==> src/rtl/mem_port_arbiter_if.sv <==
// mem_port_arbiter_if: byte-wide RAM/IO bus plus the fetcher and load/store-buffer request channels
interface mem_port_arbiter_if #(
  parameter int ADDR_WIDTH = 32
);
  logic                  rdy;
  logic                  io_buffer_full;
  logic [7:0]            ram_data_in;
  logic [7:0]            ram_data_out;
  logic [ADDR_WIDTH-1:0] ram_address_out;
  logic                  ram_rw_signal_out;
  logic                  rollback_in;
  logic                  fet_request_in;
  logic [ADDR_WIDTH-1:0] fet_address_in;
  logic                  fet_ready_out;
  logic [31:0]           fet_instruction_out;
  logic                  lsb_request_in;
  logic                  lsb_rw_signal_in;
  logic [ADDR_WIDTH-1:0] lsb_address_in;
  logic [2:0]            lsb_goal_in;
  logic [31:0]           lsb_data_in;
  logic                  lsb_ready_out;
  logic [31:0]           lsb_data_out;
  modport slave (
    input  rdy, io_buffer_full, ram_data_in, rollback_in,
           fet_request_in, fet_address_in,
           lsb_request_in, lsb_rw_signal_in, lsb_address_in, lsb_goal_in, lsb_data_in,
    output ram_data_out, ram_address_out, ram_rw_signal_out,
           fet_ready_out, fet_instruction_out, lsb_ready_out, lsb_data_out
  );
  modport master (
    output rdy, io_buffer_full, ram_data_in, rollback_in,
           fet_request_in, fet_address_in,
           lsb_request_in, lsb_rw_signal_in, lsb_address_in, lsb_goal_in, lsb_data_in,
    input  ram_data_out, ram_address_out, ram_rw_signal_out,
           fet_ready_out, fet_instruction_out, lsb_ready_out, lsb_data_out
  );
endinterface

==> src/rtl/mem_port_arbiter.sv <==
// mem_port_arbiter: grants the byte-wide RAM/IO bus to fetcher or LSB and serialises accesses into byte cycles
module mem_port_arbiter #(
  parameter int STARVE_LIMIT = 4,
  parameter int ADDR_WIDTH   = 32
) (
  input logic               clk,
  input logic               rst,
  mem_port_arbiter_if.slave bus
);
  localparam logic [1:0] IDLE  = 2'd0;
  localparam logic [1:0] READ  = 2'd1;
  localparam logic [1:0] WRITE = 2'd2;
  localparam logic [1:0] DONE  = 2'd3;
  localparam int SW = $clog2(STARVE_LIMIT + 2);
  localparam logic [SW-1:0] STARVE_MAX = SW'(STARVE_LIMIT);
  logic [1:0]            r_state;
  logic [2:0]            r_k;
  logic [2:0]            r_n;
  logic                  r_owner;
  logic                  r_store;
  logic [ADDR_WIDTH-1:0] r_base;
  logic [31:0]           r_wdata;
  logic [31:0]           r_buf;
  logic [31:0]           r_fet_out;
  logic [31:0]           r_lsb_out;
  logic [SW-1:0]         r_starve;
  logic [ADDR_WIDTH-1:0] w_addr;
  logic [7:0]            w_byte;
  logic [1:0]            w_km1;
  logic [31:0]           w_cap;
  logic                  w_io_stall;
  logic                  w_idle_ok;
  logic                  w_grant_fet;
  logic                  w_grant_lsb;
  assign w_addr      = r_base + ADDR_WIDTH'(r_k);
  assign w_byte      = 8'(r_wdata >> {r_k[1:0], 3'b000});
  assign w_km1       = r_k[1:0] - 2'd1;
  assign w_cap       = (r_buf & ~(32'hFF << {w_km1, 3'b000})) | ({24'h0, bus.ram_data_in} << {w_km1, 3'b000});
  assign w_io_stall  = (w_addr[17:16] == 2'b11) && bus.io_buffer_full;
  assign w_idle_ok   = (r_state == IDLE) && !bus.rollback_in;
  assign w_grant_fet = w_idle_ok && bus.fet_request_in && (!bus.lsb_request_in || r_starve == STARVE_MAX);
  assign w_grant_lsb = w_idle_ok && bus.lsb_request_in && !w_grant_fet;
  assign bus.ram_address_out     = ((r_state == READ && r_k < r_n) || r_state == WRITE) ? w_addr : '0;
  assign bus.ram_data_out        = (r_state == WRITE) ? w_byte : 8'h00;
  assign bus.ram_rw_signal_out   = (r_state == WRITE) && bus.rdy && !w_io_stall;
  assign bus.fet_ready_out       = (r_state == DONE) && bus.rdy && !r_owner && !bus.rollback_in;
  assign bus.lsb_ready_out       = (r_state == DONE) && bus.rdy && r_owner && (r_store || !bus.rollback_in);
  assign bus.fet_instruction_out = r_fet_out;
  assign bus.lsb_data_out        = r_lsb_out;
  // arbitrate in IDLE, walk bytes in READ/WRITE, hold DONE one cycle; rdy low freezes everything
  always_ff @(posedge clk or negedge rst)
    if (!rst) begin
      r_state   <= IDLE;
      r_k       <= '0;
      r_n       <= '0;
      r_owner   <= 1'b0;
      r_store   <= 1'b0;
      r_base    <= '0;
      r_wdata   <= '0;
      r_buf     <= '0;
      r_fet_out <= '0;
      r_lsb_out <= '0;
      r_starve  <= '0;
    end else if (bus.rdy) begin
      case (r_state)
        IDLE: begin
          r_k   <= '0;
          r_buf <= '0;
          if (w_grant_fet) begin
            r_state  <= READ;
            r_owner  <= 1'b0;
            r_store  <= 1'b0;
            r_base   <= bus.fet_address_in;
            r_n      <= 3'd4;
            r_starve <= '0;
          end else if (w_grant_lsb) begin
            r_state <= bus.lsb_rw_signal_in ? WRITE : READ;
            r_owner <= 1'b1;
            r_store <= bus.lsb_rw_signal_in;
            r_base  <= bus.lsb_address_in;
            r_n     <= bus.lsb_goal_in;
            r_wdata <= bus.lsb_data_in;
            if (bus.fet_request_in && r_starve != STARVE_MAX) r_starve <= r_starve + 1'b1;
          end
        end
        READ:
          if (bus.rollback_in) r_state <= IDLE;
          else begin
            r_k <= r_k + 3'd1;
            if (r_k != 3'd0) r_buf <= w_cap;
            if (r_k == r_n) begin
              r_state <= DONE;
              if (r_owner) r_lsb_out <= w_cap;
              else r_fet_out <= w_cap;
            end
          end
        WRITE:
          if (!w_io_stall) begin
            r_k <= r_k + 3'd1;
            if (r_k + 3'd1 == r_n) r_state <= DONE;
          end
        default: r_state <= IDLE;
      endcase
    end
endmodule

==> src/flat_wrapper.sv <==
// flat-port wrapper written by rule: the top's interface ports become plain ports
module mem_port_arbiter_flat 
#(
  parameter int STARVE_LIMIT = 4,
  parameter int ADDR_WIDTH   = 32
)
  (clk, rst, bus_rdy, bus_io_buffer_full, bus_ram_data_in, bus_rollback_in, bus_fet_request_in, bus_fet_address_in, bus_lsb_request_in, bus_lsb_rw_signal_in, bus_lsb_address_in, bus_lsb_goal_in, bus_lsb_data_in, bus_ram_data_out, bus_ram_address_out, bus_ram_rw_signal_out, bus_fet_ready_out, bus_fet_instruction_out, bus_lsb_ready_out, bus_lsb_data_out);
  mem_port_arbiter_if #(.ADDR_WIDTH(ADDR_WIDTH)) bus_i ();
  input logic clk;
  input logic rst;
  input wire logic [$bits(bus_i.rdy)-1:0] bus_rdy;
  input wire logic [$bits(bus_i.io_buffer_full)-1:0] bus_io_buffer_full;
  input wire logic [$bits(bus_i.ram_data_in)-1:0] bus_ram_data_in;
  input wire logic [$bits(bus_i.rollback_in)-1:0] bus_rollback_in;
  input wire logic [$bits(bus_i.fet_request_in)-1:0] bus_fet_request_in;
  input wire logic [$bits(bus_i.fet_address_in)-1:0] bus_fet_address_in;
  input wire logic [$bits(bus_i.lsb_request_in)-1:0] bus_lsb_request_in;
  input wire logic [$bits(bus_i.lsb_rw_signal_in)-1:0] bus_lsb_rw_signal_in;
  input wire logic [$bits(bus_i.lsb_address_in)-1:0] bus_lsb_address_in;
  input wire logic [$bits(bus_i.lsb_goal_in)-1:0] bus_lsb_goal_in;
  input wire logic [$bits(bus_i.lsb_data_in)-1:0] bus_lsb_data_in;
  output wire logic [$bits(bus_i.ram_data_out)-1:0] bus_ram_data_out;
  output wire logic [$bits(bus_i.ram_address_out)-1:0] bus_ram_address_out;
  output wire logic [$bits(bus_i.ram_rw_signal_out)-1:0] bus_ram_rw_signal_out;
  output wire logic [$bits(bus_i.fet_ready_out)-1:0] bus_fet_ready_out;
  output wire logic [$bits(bus_i.fet_instruction_out)-1:0] bus_fet_instruction_out;
  output wire logic [$bits(bus_i.lsb_ready_out)-1:0] bus_lsb_ready_out;
  output wire logic [$bits(bus_i.lsb_data_out)-1:0] bus_lsb_data_out;
  assign bus_i.rdy = bus_rdy;
  assign bus_i.io_buffer_full = bus_io_buffer_full;
  assign bus_i.ram_data_in = bus_ram_data_in;
  assign bus_i.rollback_in = bus_rollback_in;
  assign bus_i.fet_request_in = bus_fet_request_in;
  assign bus_i.fet_address_in = bus_fet_address_in;
  assign bus_i.lsb_request_in = bus_lsb_request_in;
  assign bus_i.lsb_rw_signal_in = bus_lsb_rw_signal_in;
  assign bus_i.lsb_address_in = bus_lsb_address_in;
  assign bus_i.lsb_goal_in = bus_lsb_goal_in;
  assign bus_i.lsb_data_in = bus_lsb_data_in;
  assign bus_ram_data_out = bus_i.ram_data_out;
  assign bus_ram_address_out = bus_i.ram_address_out;
  assign bus_ram_rw_signal_out = bus_i.ram_rw_signal_out;
  assign bus_fet_ready_out = bus_i.fet_ready_out;
  assign bus_fet_instruction_out = bus_i.fet_instruction_out;
  assign bus_lsb_ready_out = bus_i.lsb_ready_out;
  assign bus_lsb_data_out = bus_i.lsb_data_out;
  mem_port_arbiter #(.STARVE_LIMIT(STARVE_LIMIT), .ADDR_WIDTH(ADDR_WIDTH)) u_core (.clk(clk), .rst(rst), .bus(bus_i));
endmodule
==> config.mk <==
export PLATFORM = sky130hd
export DESIGN_NAME = mem_port_arbiter_flat
export DESIGN_NICKNAME = d
export VERILOG_FILES = /design/src/rtl/mem_port_arbiter_if.sv /design/src/rtl/mem_port_arbiter.sv /design/src/flat_wrapper.sv
export SDC_FILE = /design/constraint.sdc
export NUM_CORES = 1
export LEC_CHECK = 0
export CAP_MARGIN = 25
export CORE_UTILIZATION = 49
export DETAILED_ROUTE_END_ITERATION = 8
export GPL_ROUTABILITY_DRIVEN = 0
export PLACE_DENSITY = 0.8
export SLEW_MARGIN = 5
export SYNTH_ARGS = -nofsm -noshare
export SYNTH_HDL_FRONTEND = slang
export SYNTH_SLANG_ARGS = --single-unit
==> constraint.sdc <==
create_clock -name clk -period 2.9 [get_ports clk]
set_input_delay 0.29 -clock clk [delete_from_list [all_inputs] [get_ports clk]]
set_output_delay 0.29 -clock clk [all_outputs]
set_load 0.02 [all_outputs]
Word-level counts from Yosys, hierarchy flattened
Index checks and enable logic that the tools add are counted.
{"block": "totals", "regBits": 173, "input_bits": 115, "out_inout_bits": 107, "wordCells": 103}
{"block": "op_classes", "n_addsub": 4, "n_lt_le_gt_ge": 1, "n_eq_ne": 14, "shifts": 3, "mux": 27, "n_bitwise": 6, "n_reduce_logical": 37}
{"cell": "32-bit two-way mux", "n": 5}
{"cell": "32-bit case mux with 2 select lines", "n": 1}
{"cell": "32-bit by 3-bit adder with 32-bit output", "n": 1}
{"cell": "32-bit AND", "n": 1}
{"cell": "32-bit NOT", "n": 1}
{"cell": "32-bit bitwise OR", "n": 1}
{"cell": "8-bit by 5-bit << shifter with 32-bit output", "n": 1}
{"cell": "8-bit by 5-bit << shifter with 32-bit output, first input constant", "n": 1}
{"cell": "32-bit by 5-bit >> shifter with 8-bit output", "n": 1}
{"cell": "3-bit two-way mux", "n": 7}
{"cell": "4-bit AND reduction", "n": 4}
{"cell": "1-bit logical AND", "n": 15}
{"cell": "5-bit AND reduction", "n": 3}
{"cell": "2-bit two-way mux", "n": 7}
{"cell": "3-bit case mux with 3 select lines", "n": 1}
{"cell": "8-bit two-way mux", "n": 1}
{"cell": "2-bit != test, second input constant", "n": 4}
{"cell": "3-bit by 1-bit adder with 3-bit output, second input constant", "n": 2}
{"cell": "2-bit equality test, second input constant", "n": 3}
{"cell": "3-bit equality test", "n": 2}
{"cell": "3-bit != test, second input constant", "n": 2}
{"cell": "2-bit case mux with 3 select lines", "n": 1}
{"cell": "2-bit nonzero test", "n": 3}
{"cell": "3-bit nonzero test", "n": 2}
{"cell": "other kinds (11)", "n": 22}

Logic depth before layout (Yosys ltp)
{"block": "logic_depth", "word_depth": 9, "depth_mapped": 10, "mapped_depth_nobuf": 8}

Worst setup path before layout
Ideal clock, no wire load.
{"block": "synth_timing", "kind": "register to output", "from": "register u_core.r_k[0]", "to": "output port bus_ram_address_out[26]", "arrival_time_ns": 2.232, "required_ns": 2.610, "path_slack_ns": 0.378, "stages_incl_launch_ff": 10, "path_buffers": 1, "cell_sequence": "dfrtp_1 > ha_1 > fa_1 > a21oi_1 > nor3b_4 > and4_1 > buf_2 > nand4_1 > xor2_1 > nor2_1"}
{"block": "synth_between", "elab_chain_len": 4, "elab_cells_between_ends": 5, "cone_classes": "add/sub (1); order compare (1); mux (1); reduce/logical (2)"}
{"element": "from (decl)", "line_no": "mem_port_arbiter.sv:17", "source": "logic [2:0] r_k;"}
{"element": "from (signal assigned)", "line_no": "mem_port_arbiter.sv:89", "source": "r_k <= r_k + 3'd1;"}
{"element": "from (signal assigned)", "line_no": "mem_port_arbiter.sv:99", "source": "r_k <= r_k + 3'd1;"}
{"element": "branches (longest 3 deep; another with 32-bit by 3-bit adder with 32-bit output)"}
{"element": "32-bit two-way mux (*)", "line_no": "mem_port_arbiter.sv:43", "source": "assign bus.ram_address_out = ((r_state == READ && r_k < r_n) || r_state == WRITE) ? w_addr : '0;"}
{"element": "to (decl)", "line_no": "flat_wrapper.sv:23", "source": "output wire logic [$bits(bus_i.ram_address_out)-1:0] bus_ram_address_out;"}
Mark *: on every way between the ends.

Worst setup path in the final report
{"block": "layout_timing", "from": "register u_core.r_k[0]", "to": "output port bus_ram_rw_signal_out"}
{"block": "layout_between", "elab_chain_len": 5}
{"element": "32-bit by 3-bit adder with 32-bit output", "line_no": "mem_port_arbiter.sv:35", "source": "assign w_addr = r_base + ADDR_WIDTH'(r_k);"}
{"element": "2-bit equality test", "line_no": "mem_port_arbiter.sv:39", "source": "assign w_io_stall = (w_addr[17:16] == 2'b11) && bus.io_buffer_full;"}
{"element": "1-bit logical AND", "line_no": "mem_port_arbiter.sv:39"}
{"element": "1-bit logical NOT", "line_no": "mem_port_arbiter.sv:45", "source": "assign bus.ram_rw_signal_out = (r_state == WRITE) && bus.rdy && !w_io_stall;"}
{"element": "1-bit logical AND", "line_no": "mem_port_arbiter.sv:45"}
{"element": "to (decl)", "line_no": "flat_wrapper.sv:24", "source": "output wire logic [$bits(bus_i.ram_rw_signal_out)-1:0] bus_ram_rw_signal_out;"}
No other way between the ends.

==> qor.yml <==
drt:
  drt-initial-drc-count: 396
  routed_via_density: 5.39
  ant_nets: 0
  wl_per_cell_um: 16.8
  post-route-drc-count: 0
  drt_pass1_iterations: 7
  vias: 6935
  wl_mm: 21.7
critical_path:
  r2r-end: "u_core.r_buf[18]"
  r2r_start: "u_core.r_k[0]"
  arrival_ns: 2.61
  crit_buf_inv: 2
  path_class: "reg -> out"
  endpoint_kind: "output pin"
  worst-path-max-fanout: 7
  reg2reg_depth: 9
  path_cells: "ha_1, fa_2, a21oi_4, nor3b_4, buf_4, a21o_2, a22oi_4, nor2_1, dlygate4sd2_1"
  cp_top_family: "adder cells"
  critPathMaxStageDelay_ns: 0.39
  worstSetupStartpointType: "register"
  rrSetupSlack_ns: 0.37
  required_ns: 2.61
  crit_slowest_cell: "dfrtp_1"
cts:
  htree_levels: 4
  cts_tree: "built"
  path_clk_slew_ns: 0.07
  clockBufferDepth: 2
  worstSkewPairLatency_ns: 0.43
  root_buffer: "clkbuf_16"
  cts.sinks: 173
  cts_buffers: 17
layout:
  multiInputGateArea_um2: 3970
  utilization_pct: 69.2
  diodes: 0
  layout-drive-gt1-share_pct: 11.7
  nNetsFinal: 1188
  fillers: 1352
  syn_to_final_growth_pct: 36.2
  regArea_um2: 4330
synthesis:
  yosys-top-cells-count: "dfrtp_1, nand2_1, nor2_1"
  synth_seq_cells: 173
  synthFlopType: "dfrtp_1"
  synthTopCellsByArea: "dfrtp_1, o21ai_0, a21oi_1"
  syn_area_per_cell_um2: 10.1
  syn-num-nets: 978
  ys_warn_count: 0
  yosysSeqAreaShare_pct: 50.7
  synthCells: 844
  synth_top_cell_area_share_pct: 50.7
  yosysTopAreaCell: "dfrtp_1"
  synth_edf_count: 0
  ys_types: 53
  async_flop_share_pct: 100
  syn-cell-area_um2: 8550
  yosysMostFrequentCell: "dfrtp_1"
pwr:
  powerDensity_nw_per_um2: 975
  peakVddDrop_mv: 0.769
  p_int_mw: 7.04
  leakage_nw: 5.13
  sequentialPowerShare_pct: 35.1
  clock_power_share_pct: 21.1
  switching_share_pct: 38.0
  switchingPower_mw: 4.31
  p_comb_share_pct: 43.8
floorplanning:
  die-area_um2: 18000
  fp-row-count: 47
  die_y_um: 134
  io_pins: 222
  coreArea_um2: 16800
  initial_utilization_pct: 50.8
  die_w_um: 134
sta:
  tightest_slew_ns: 0.818
  setup_viol: 0
  rsz0062_at_grt: "yes"
  timing.fmax_mhz: 345
  worst_slack_ns: 0.000224
  skew_ns: 0.00780
  timing.hold.ws_ns: 0.392
  period_share_pct: 100
  hold_viol_final: 0
  min_period_ns: 2.90
  slew_headroom_pct: 45.2
  slew_viol_final: 0
placed_design:
  dp.final_hpwl_mm: 15.6
  dp_slack_ns: 0.00733
  numPortBuffers: 221
global_route:
  grt_use_met2_pct: 40.8
  grt-ovfl-total: 0
  grtUsageMet3_pct: 6.95
  grt_pass1_vias: 6971
  met1_usage_pct: 33.4
  grt.total_usage_pct: 25.4
  grt_max_degree: 65
  grt.busiest_layer: "met2"
  antenna_found_initial: 0
  grt_pass1_wl_mm: 35.5
status:
  run_status: "finished clean"
flow_run:
  maxCapViolCount: 0
hold_path:
  hold_path_class: "in -> async"
## placed cells by master (no fill, tap or decap), types with 16 or more instances in the layout
cell type,synthesis,final
clkdlybuf4s50_1,0,187
dfrtp_1,173,172
nand2_1,96,96
nor2_1,76,75
o21ai_0,73,72
a21oi_1,72,71
nor2b_1,36,36
mux2i_1,35,35
mux2_2,32,32
a22o_1,31,31
xor2_1,24,24
dlygate4sd2_1,0,19
inv_1,18,18
ha_1,18,18
clkbuf_16,0,17
buf_4,0,16
## what timing repair did
action / 4_1_cts / 5_1_grt
gates cloned: 0 / 0
gates resized for setup: 38 / 31
pin swaps: 1 / 0
hold buffers: 1 / 0
endpoints found under the hold margin: 59 / 0
setup endpoints to repair: 33 / 31
buffers inserted: 0 / 0
## worst max path at each step
stage                           from                      end  slack [ns]  cells past startpoint
finish                 u_core.r_k[0]    bus_ram_rw_signal_out      0.0002                      9
floorplan              u_core.r_k[0]  bus_ram_address_out[26]        0.38                      9
detailed placement  u_core.r_base[0]  bus_ram_address_out[28]       0.007                      9
global route           u_core.r_k[0]  bus_ram_address_out[26]       -0.12                      9
global placement    u_core.r_base[0]  bus_ram_address_out[30]        0.07                      9
CTS                    u_core.r_k[0]  bus_ram_address_out[26]       -0.07                      9
## flip-flops by register name, summed over array words and instances (netlist names)
register,cells
u_core.bus.fet_instruction_out,32
u_core.r_owner,1
u_core.r_k,3
u_core.r_n,3
u_core.r_wdata,32
u_core.r_store,1
u_core.r_starve,3
u_core.r_buf,32
u_core.r_state,2
u_core.r_base,32
u_core.bus.lsb_data_out,32
## metrics by stage
stage	area (um^2)	power (mW)	setup TNS [ns]	std cells
final	11600	11.3	0	1286
after global routing	11600	12.1	-0.206	1286
after detailed placement	11100	9.15	0	1254
after floorplan	8550	6.95	0	844
after CTS	11700	11.4	-0.286	1286
after global placement	11100	8.98	0	1254
## worst reg2reg max path, stage by stage (launching register included)
cell and delay, ns:
dfrtp_1 0.36, buf_4 0.29, inv_1 0.11, buf_4 0.18, ha_1 0.20, a211oi_1 0.20, o21a_1 0.31, nand2_1 0.15
nor3_2 0.44, a22o_1 0.24
## final cells by class
class | instances | area share (%)
Clock inverter | 8 | 1.11
Clock buffer | 23 | 4.19
Timing Repair Buffer | 244 | 20.4
Tap cell | 220 | 2.36
Sequential cell | 173 | 37.2
Multi-Input combinational cell | 599 | 34.1
Inverter | 19 | 0.613
## power groups by stage
stage               clock [mW]  sequential (mW)  combinational [mW]
global placement             0             3.96                5.02
CTS                       2.43             3.97                5.02
global route              2.55             4.10                5.43
finish                    2.40             3.98                4.97
detailed placement           0             4.00                5.15
floorplan                    0             4.17                2.78
## layer usage
metal	vias up	wire, um
met5	-	0
met4	0	306
met3	22	1420
met2	205	10500
met1	3365	9450
li1	3343	-
## cell families (layout without fill, tap and decap cells)
kind of cell    count (synthesis)  count (layout)  share of synthesized area, %
simple gates                  271             271                          15.2
xor+xnor                       31              31                          3.18
fa+ha+maj                      19              19                          2.87
buf+inv                        72             294                          3.44
compound gates                203             203                          14.3
flops                         173             173                          50.7
mux                            75              75                          10.4
Note: power is estimated with default switching activity, not from simulation.
